**src/rtl/breath_pkg.sv**
```systemverilog
`default_nettype none
// ============================================================================
// breath_pkg : shared types and helpers for the breathing-ramp level source
// Revision   : 1.0
// ============================================================================
package breath_pkg;

  localparam int COLOR_W = 2;

  typedef enum logic [1:0] {
    RISE    = 2'd0,
    HOLD_HI = 2'd1,
    FALL    = 2'd2,
    HOLD_LO = 2'd3
  } breath_state_e;

  // Advance a colour index, wrapping at modulus n.
  function automatic logic [COLOR_W-1:0] next_color(input logic [COLOR_W-1:0] idx,
                                                     input int n);
    if (int'(idx) + 1 >= n) begin
      return '0;
    end
    return idx + 1'b1;
  endfunction

endpackage
`default_nettype wire

```
**src/rtl/ramp_prescaler.sv**
```systemverilog
`default_nettype none
// ============================================================================
// ramp_prescaler : enable-gated divide-by-DIV tick generator with sync clear
// Revision       : 1.0
// ============================================================================
module ramp_prescaler #(
  parameter int DIV = 1024
) (
  input  logic clk,
  input  logic rst_n,
  input  logic enable_i,
  input  logic clear_i,
  output logic tick_o
);

  localparam int CW = (DIV > 1) ? $clog2(DIV) : 1;
  localparam logic [CW-1:0] LAST = CW'(DIV - 1);

  logic [CW-1:0] cnt_q;
  logic [CW-1:0] cnt_d;

  assign tick_o = enable_i && !clear_i && (cnt_q == LAST);

  always_comb begin
    cnt_d = cnt_q;
    if (clear_i) begin
      cnt_d = '0;
    end else if (enable_i) begin
      cnt_d = tick_o ? '0 : cnt_q + 1'b1;
    end
  end

  always_ff @(posedge clk or negedge rst_n) begin
    if (!rst_n) begin
      cnt_q <= '0;
    end else begin
      cnt_q <= cnt_d;
    end
  end

endmodule
`default_nettype wire

```
**src/rtl/breath_ramp_gen.sv**
```systemverilog
`default_nettype none
// ============================================================================
// breath_ramp_gen : prescaled triangle ramp with holds, colour index and strobe
// Optional macro  : BREATH_GAMMA_EN (square-law level, +1 clock latency)
// Revision        : 1.0
// ============================================================================
module breath_ramp_gen
  import breath_pkg::*;
#(
  parameter int WIDTH      = 8,
  parameter int DIV        = 1024,
  parameter int HOLD_TOP   = 0,
  parameter int HOLD_BOT   = 0,
  parameter int NUM_COLORS = 3
) (
  input  logic               clk,
  input  logic               rst_n,
  input  logic               enable_i,
  input  logic               restart_i,
  output logic [WIDTH-1:0]   level_o,
  output logic               direction_o,
  output logic [COLOR_W-1:0] color_sel_o,
  output logic               cycle_done_o
);

  localparam logic [WIDTH-1:0] PEAK_M1 = {{(WIDTH-1){1'b1}}, 1'b0};
  localparam logic [WIDTH-1:0] ONE     = {{(WIDTH-1){1'b0}}, 1'b1};
  localparam int MAXH = (HOLD_TOP > HOLD_BOT) ? HOLD_TOP : HOLD_BOT;
  localparam int HW   = (MAXH < 1) ? 1 : $clog2(MAXH + 1);

  breath_state_e      state_q;
  logic [WIDTH-1:0]   lin_q;
  logic               dir_q;
  logic [COLOR_W-1:0] color_q;
  logic               done_q;
  logic [HW-1:0]      hold_q;
  logic [HW-1:0]      hold_inc;
  logic               tick;

  assign hold_inc = hold_q + 1'b1;

  ramp_prescaler #(.DIV(DIV)) u_prescaler (
    .clk      (clk),
    .rst_n    (rst_n),
    .enable_i (enable_i),
    .clear_i  (restart_i),
    .tick_o   (tick)
  );

  always_ff @(posedge clk or negedge rst_n) begin
    if (!rst_n) begin
      state_q <= RISE;
      lin_q   <= '0;
      dir_q   <= 1'b1;
      color_q <= '0;
      done_q  <= 1'b0;
      hold_q  <= '0;
    end else begin
      done_q <= 1'b0;
      if (restart_i) begin
        state_q <= RISE;
        lin_q   <= '0;
        dir_q   <= 1'b1;
        color_q <= '0;
        hold_q  <= '0;
      end else if (tick) begin
        unique case (state_q)
          RISE: begin
            lin_q <= lin_q + 1'b1;
            if (lin_q == PEAK_M1) begin
              state_q <= (HOLD_TOP == 0) ? FALL : HOLD_HI;
            end
          end
          HOLD_HI: begin
            if (hold_inc == HW'(HOLD_TOP)) begin
              hold_q  <= '0;
              state_q <= FALL;
            end else begin
              hold_q <= hold_inc;
            end
          end
          FALL: begin
            lin_q <= lin_q - 1'b1;
            dir_q <= 1'b0;
            if (lin_q == ONE) begin
              if (HOLD_BOT == 0) begin
                state_q <= RISE;
                dir_q   <= 1'b1;
                done_q  <= 1'b1;
                color_q <= next_color(color_q, NUM_COLORS);
              end else begin
                state_q <= HOLD_LO;
              end
            end
          end
          HOLD_LO: begin
            if (hold_inc == HW'(HOLD_BOT)) begin
              hold_q  <= '0;
              state_q <= RISE;
              dir_q   <= 1'b1;
              done_q  <= 1'b1;
              color_q <= next_color(color_q, NUM_COLORS);
            end else begin
              hold_q <= hold_inc;
            end
          end
          default: state_q <= RISE;
        endcase
      end
    end
  end

  assign color_sel_o = color_q;

`ifdef BREATH_GAMMA_EN
  // Square-law stage; direction and strobe ride along so all three stay aligned.
  logic [2*WIDTH-1:0] sq;
  logic [WIDTH-1:0]   gam_q;
  logic               gdir_q;
  logic               gdone_q;

  assign sq = {{WIDTH{1'b0}}, lin_q} * {{WIDTH{1'b0}}, lin_q};

  always_ff @(posedge clk or negedge rst_n) begin
    if (!rst_n) begin
      gam_q   <= '0;
      gdir_q  <= 1'b1;
      gdone_q <= 1'b0;
    end else if (restart_i) begin
      gam_q   <= '0;
      gdir_q  <= 1'b1;
      gdone_q <= 1'b0;
    end else begin
      gam_q   <= WIDTH'(sq >> WIDTH);
      gdir_q  <= dir_q;
      gdone_q <= done_q;
    end
  end

  assign level_o      = gam_q;
  assign direction_o  = gdir_q;
  assign cycle_done_o = gdone_q;
`else
  assign level_o      = lin_q;
  assign direction_o  = dir_q;
  assign cycle_done_o = done_q;
`endif

endmodule
`default_nettype wire

```
**config.mk**
```make
export PLATFORM = sky130hd
export DESIGN_NAME = breath_ramp_gen
export DESIGN_NICKNAME = d
export VERILOG_FILES = /design/src/rtl/breath_pkg.sv /design/src/rtl/ramp_prescaler.sv /design/src/rtl/breath_ramp_gen.sv
export SDC_FILE = /design/constraint.sdc
export NUM_CORES = 1
export LEC_CHECK = 0
export CORE_ASPECT_RATIO = 1.75
export CORE_MARGIN = 5
export CORE_UTILIZATION = 46
export CTS_BUF_LIST = sky130_fd_sc_hd__clkbuf_4
export CTS_CLUSTER_DIAMETER = 60
export CTS_CLUSTER_SIZE = 14
export DETAILED_ROUTE_END_ITERATION = 6
export PLACE_DENSITY = 0.69
export SYNTH_ARGS = -nofsm -noshare
export SYNTH_HDL_FRONTEND = slang
export SYNTH_SLANG_ARGS = --single-unit
```
**constraint.sdc**
```tcl
create_clock -name clk -period 2.7 [get_ports clk]
set_input_delay 0.405 -clock clk [delete_from_list [all_inputs] [get_ports clk]]
set_output_delay 0.405 -clock clk [all_outputs]
set_load 0.005 [all_outputs]
```
==> impl_results.md <==
* Status: completed
* Post-DP HPWL at 2.08 mm
* Grt total ovfl at 0
* Vias in the first global route at 1095
* Storage cell area at 577 sq um
* Util after Layout at 54.3%
* Syn_area_per_cell at 9.87 sq um
* Clock-pin slew on the worst setup and hold paths at 0.13 ns
* Critical path class: reg2reg
* Worst Setup End Kind: flip-flop
* Fmax at 483 MHz
* Worst reg2reg endpoint: color_sel_o[0]$_DFFE_PN0P_
* Worst-Skew Late Latency at 0.31 ns
* Die area at 4170 sq um
* Top FF cell, synth: dfrtp_1
* H-tree depth at 1
* Cell area after layout at 1560 sq um
* Vias per cell at 6.08
* TritonCTS clock tree: yes
* Synth Cell Area at 1350 sq um
* Setup TNS at 0 ns
* Crit-path max FO at 11
* Pleak at 0.000609 uW
* Pin count of the biggest net entering global routing at 24
* RSZ-0062 raised after global routing: no
* # rows at 26
* Initial antenna violation count at 0
* VDD IR max at 332 uV
* Vias at 1100
* TritonCTS buffer count at 3
* Slew HR at 64.2%
* GPL Wtd Cong at 0.847
* Post-layout min period at 2.07 ns
* Fin crit share at 76.7%
* Synth top area share at 40.7%
* Initial core utilization at 47.2%
* Sequential area share after synthesis at 42.6%
* Post-synthesis net count at 146
* # fillers at 255
* Share of layout cells above drive strength 1 at 10.5%
* Max Cap Violations at 0
* Worst min-delay path class: in2async
* Synth area leader: dfrtp_1
* Required @ worst endpoint at 2.91 ns
* Distinct cells, synth at 44
* RR Startpoint: u_prescaler.cnt_q[3]$_DFFE_PN0P_
* Flop-to-flop setup slack at 0.63 ns
* Total power divided by cell area at 355 nW/um^2
* Max Slew Vio Count at 0
* Die extent in x at 51.0 microns
* Commonest non-fill, non-tap cell in the layout: dfrtp_1
* Routed len/inst at 15.2 microns
* Placement Cell Area at 1530 sq um
* Final ANT Viol Nets at 0
* Setup-failing EPs final at 0
* IO Port Bufs at 15
* Total iterations of the first detailed-routing run at 4
* Crit start category: flip-flop
* Critical Path AT at 2.28 ns
* Hold Fails Final Rpt at 0
* Least-Margin Pin Slew at 0.536 ns
* DRC Markers at 0
* Synth warn at 0
* Die H at 81.7 microns
* DR iter-0 viols at 29
* Post-CTS setup buffers at 0
* Clock tree buffer depth at 2
* Post-CTS Resized at 0
* Num Clock Sinks at 23
* Most frequent cells in the layout: dfrtp_1, clkdlybuf4s50_1, nor2_1
* Top-Level Pins at 16
* Asr flop ratio synth at 100%
* Ant diodes at 0
* Syn Inst Count at 137
* Yosys reg bits at 23
* R2R depth at 4
* Final WL at 2.75 mm
* Hold Buf Count CTS at 0
* Syn-to-layout area delta at 15.0%
* Area of the multi-input gates at 722 sq um
* Root Buffer: clkbuf_4
* Core area at 2860 sq um
* Top post-synthesis cells by area: dfrtp_1, ha_1, xor2_1, mux2_2, or3_1
* First-pass GRT wire length at 4.78 mm
* GRT Util Overall at 14.8%
* Count of flip-flops with a built-in enable after synthesis at 0
* # nets final at 163
* Worst Hold Margin at 0.421 ns
* Worst Clk Skew at 0.00683 ns
==> synthesized netlist by cell type (4+ instances only) <==
master / number
mux2_2: 4
o21ai_0: 6
ha_1: 5
xor2_1: 6
nor3_1: 6
nand2_1: 7
a21oi_1: 7
or3_1: 7
dfrtp_1: 22
inv_1: 5
nand2b_1: 4
nor2_1: 11
nand4_1: 4
==> power breakdown <==
group          leakage [uW]  internal (uW)  switching [uW]  total [uW]
logic              0.000274           11.8            18.3        30.1
clock network     0.0000184           67.7             102         170
registers          0.000316            348            3.82         352
total              0.000609            427             124         552
==> flip-flops by register name (all words and copies together) (netlist names) <==
name	count
color_sel_o	2
cycle_done_o	1
direction_o	1
level_o	8
state_q	1
u_prescaler.cnt_q	10
==> final cells by class <==
class,count,share of cell area (%)
Clock buffer,4,1.93
Inverter,5,1.21
Multi-Input combinational cell,103,46.4
Sequential cell,23,37.1
Tap cell,28,2.25
Timing Repair Buffer,18,11.1
==> worst max-delay path, stage by stage (launching register included) <==
cell and delay [ns]:
dfrtp_1 0.44, nand4_1 0.37, or4_4 0.64, nor3_4 0.16, mux2_2 0.36
==> kinds of logic after synthesis <==
kind of cell,after synthesis,share of synthesized area (%)
and+or+nand+nor,60,27.3
AOI/OAI and AO/OA,23,10.8
DFF,23,42.6
buffers and inverters,11,3.98
xor gates and xnor gates,9,5.83
muxes,6,4.81
adders and majority gates,5,4.63
==> layer usage <==
metal | GRT usage [%] | routed length (microns) | up-vias
met1 | 16.3 | 1150 | 532
met3 | 2.18 | 82 | 8
met4 | 6.91 | 72 | 0
li1 | - | - | 540
met5 | 0 | 0 | -
met2 | 26.9 | 1440 | 20
==> worst max-delay path by stage <==
stage	start	end	cells past startpoint
finish	u_prescaler.cnt_q[3]$_DFFE_PN0P_	color_sel_o[0]$_DFFE_PN0P_	4
global route	u_prescaler.cnt_q[3]$_DFFE_PN0P_	color_sel_o[0]$_DFFE_PN0P_	4
CTS	u_prescaler.cnt_q[3]$_DFFE_PN0P_	color_sel_o[0]$_DFFE_PN0P_	4
detailed placement	enable_i	color_sel_o[0]$_DFFE_PN0P_	5
global placement	enable_i	color_sel_o[0]$_DFFE_PN0P_	5
floorplan	u_prescaler.cnt_q[0]$_DFFE_PN0P_	color_sel_o[0]$_DFFE_PN0P_	5
==> per-stage QoR <==
step | setup slack, ns | total power, uW | instances
after floorplan | 0.871 | 370 | 137
after global placement | 0.377 | 388 | 177
after detailed placement | 0.320 | 389 | 177
after CTS | 0.616 | 556 | 181
after global routing | 0.503 | 581 | 181
final | 0.628 | 552 | 181
(Power assumes the default switching activity.)
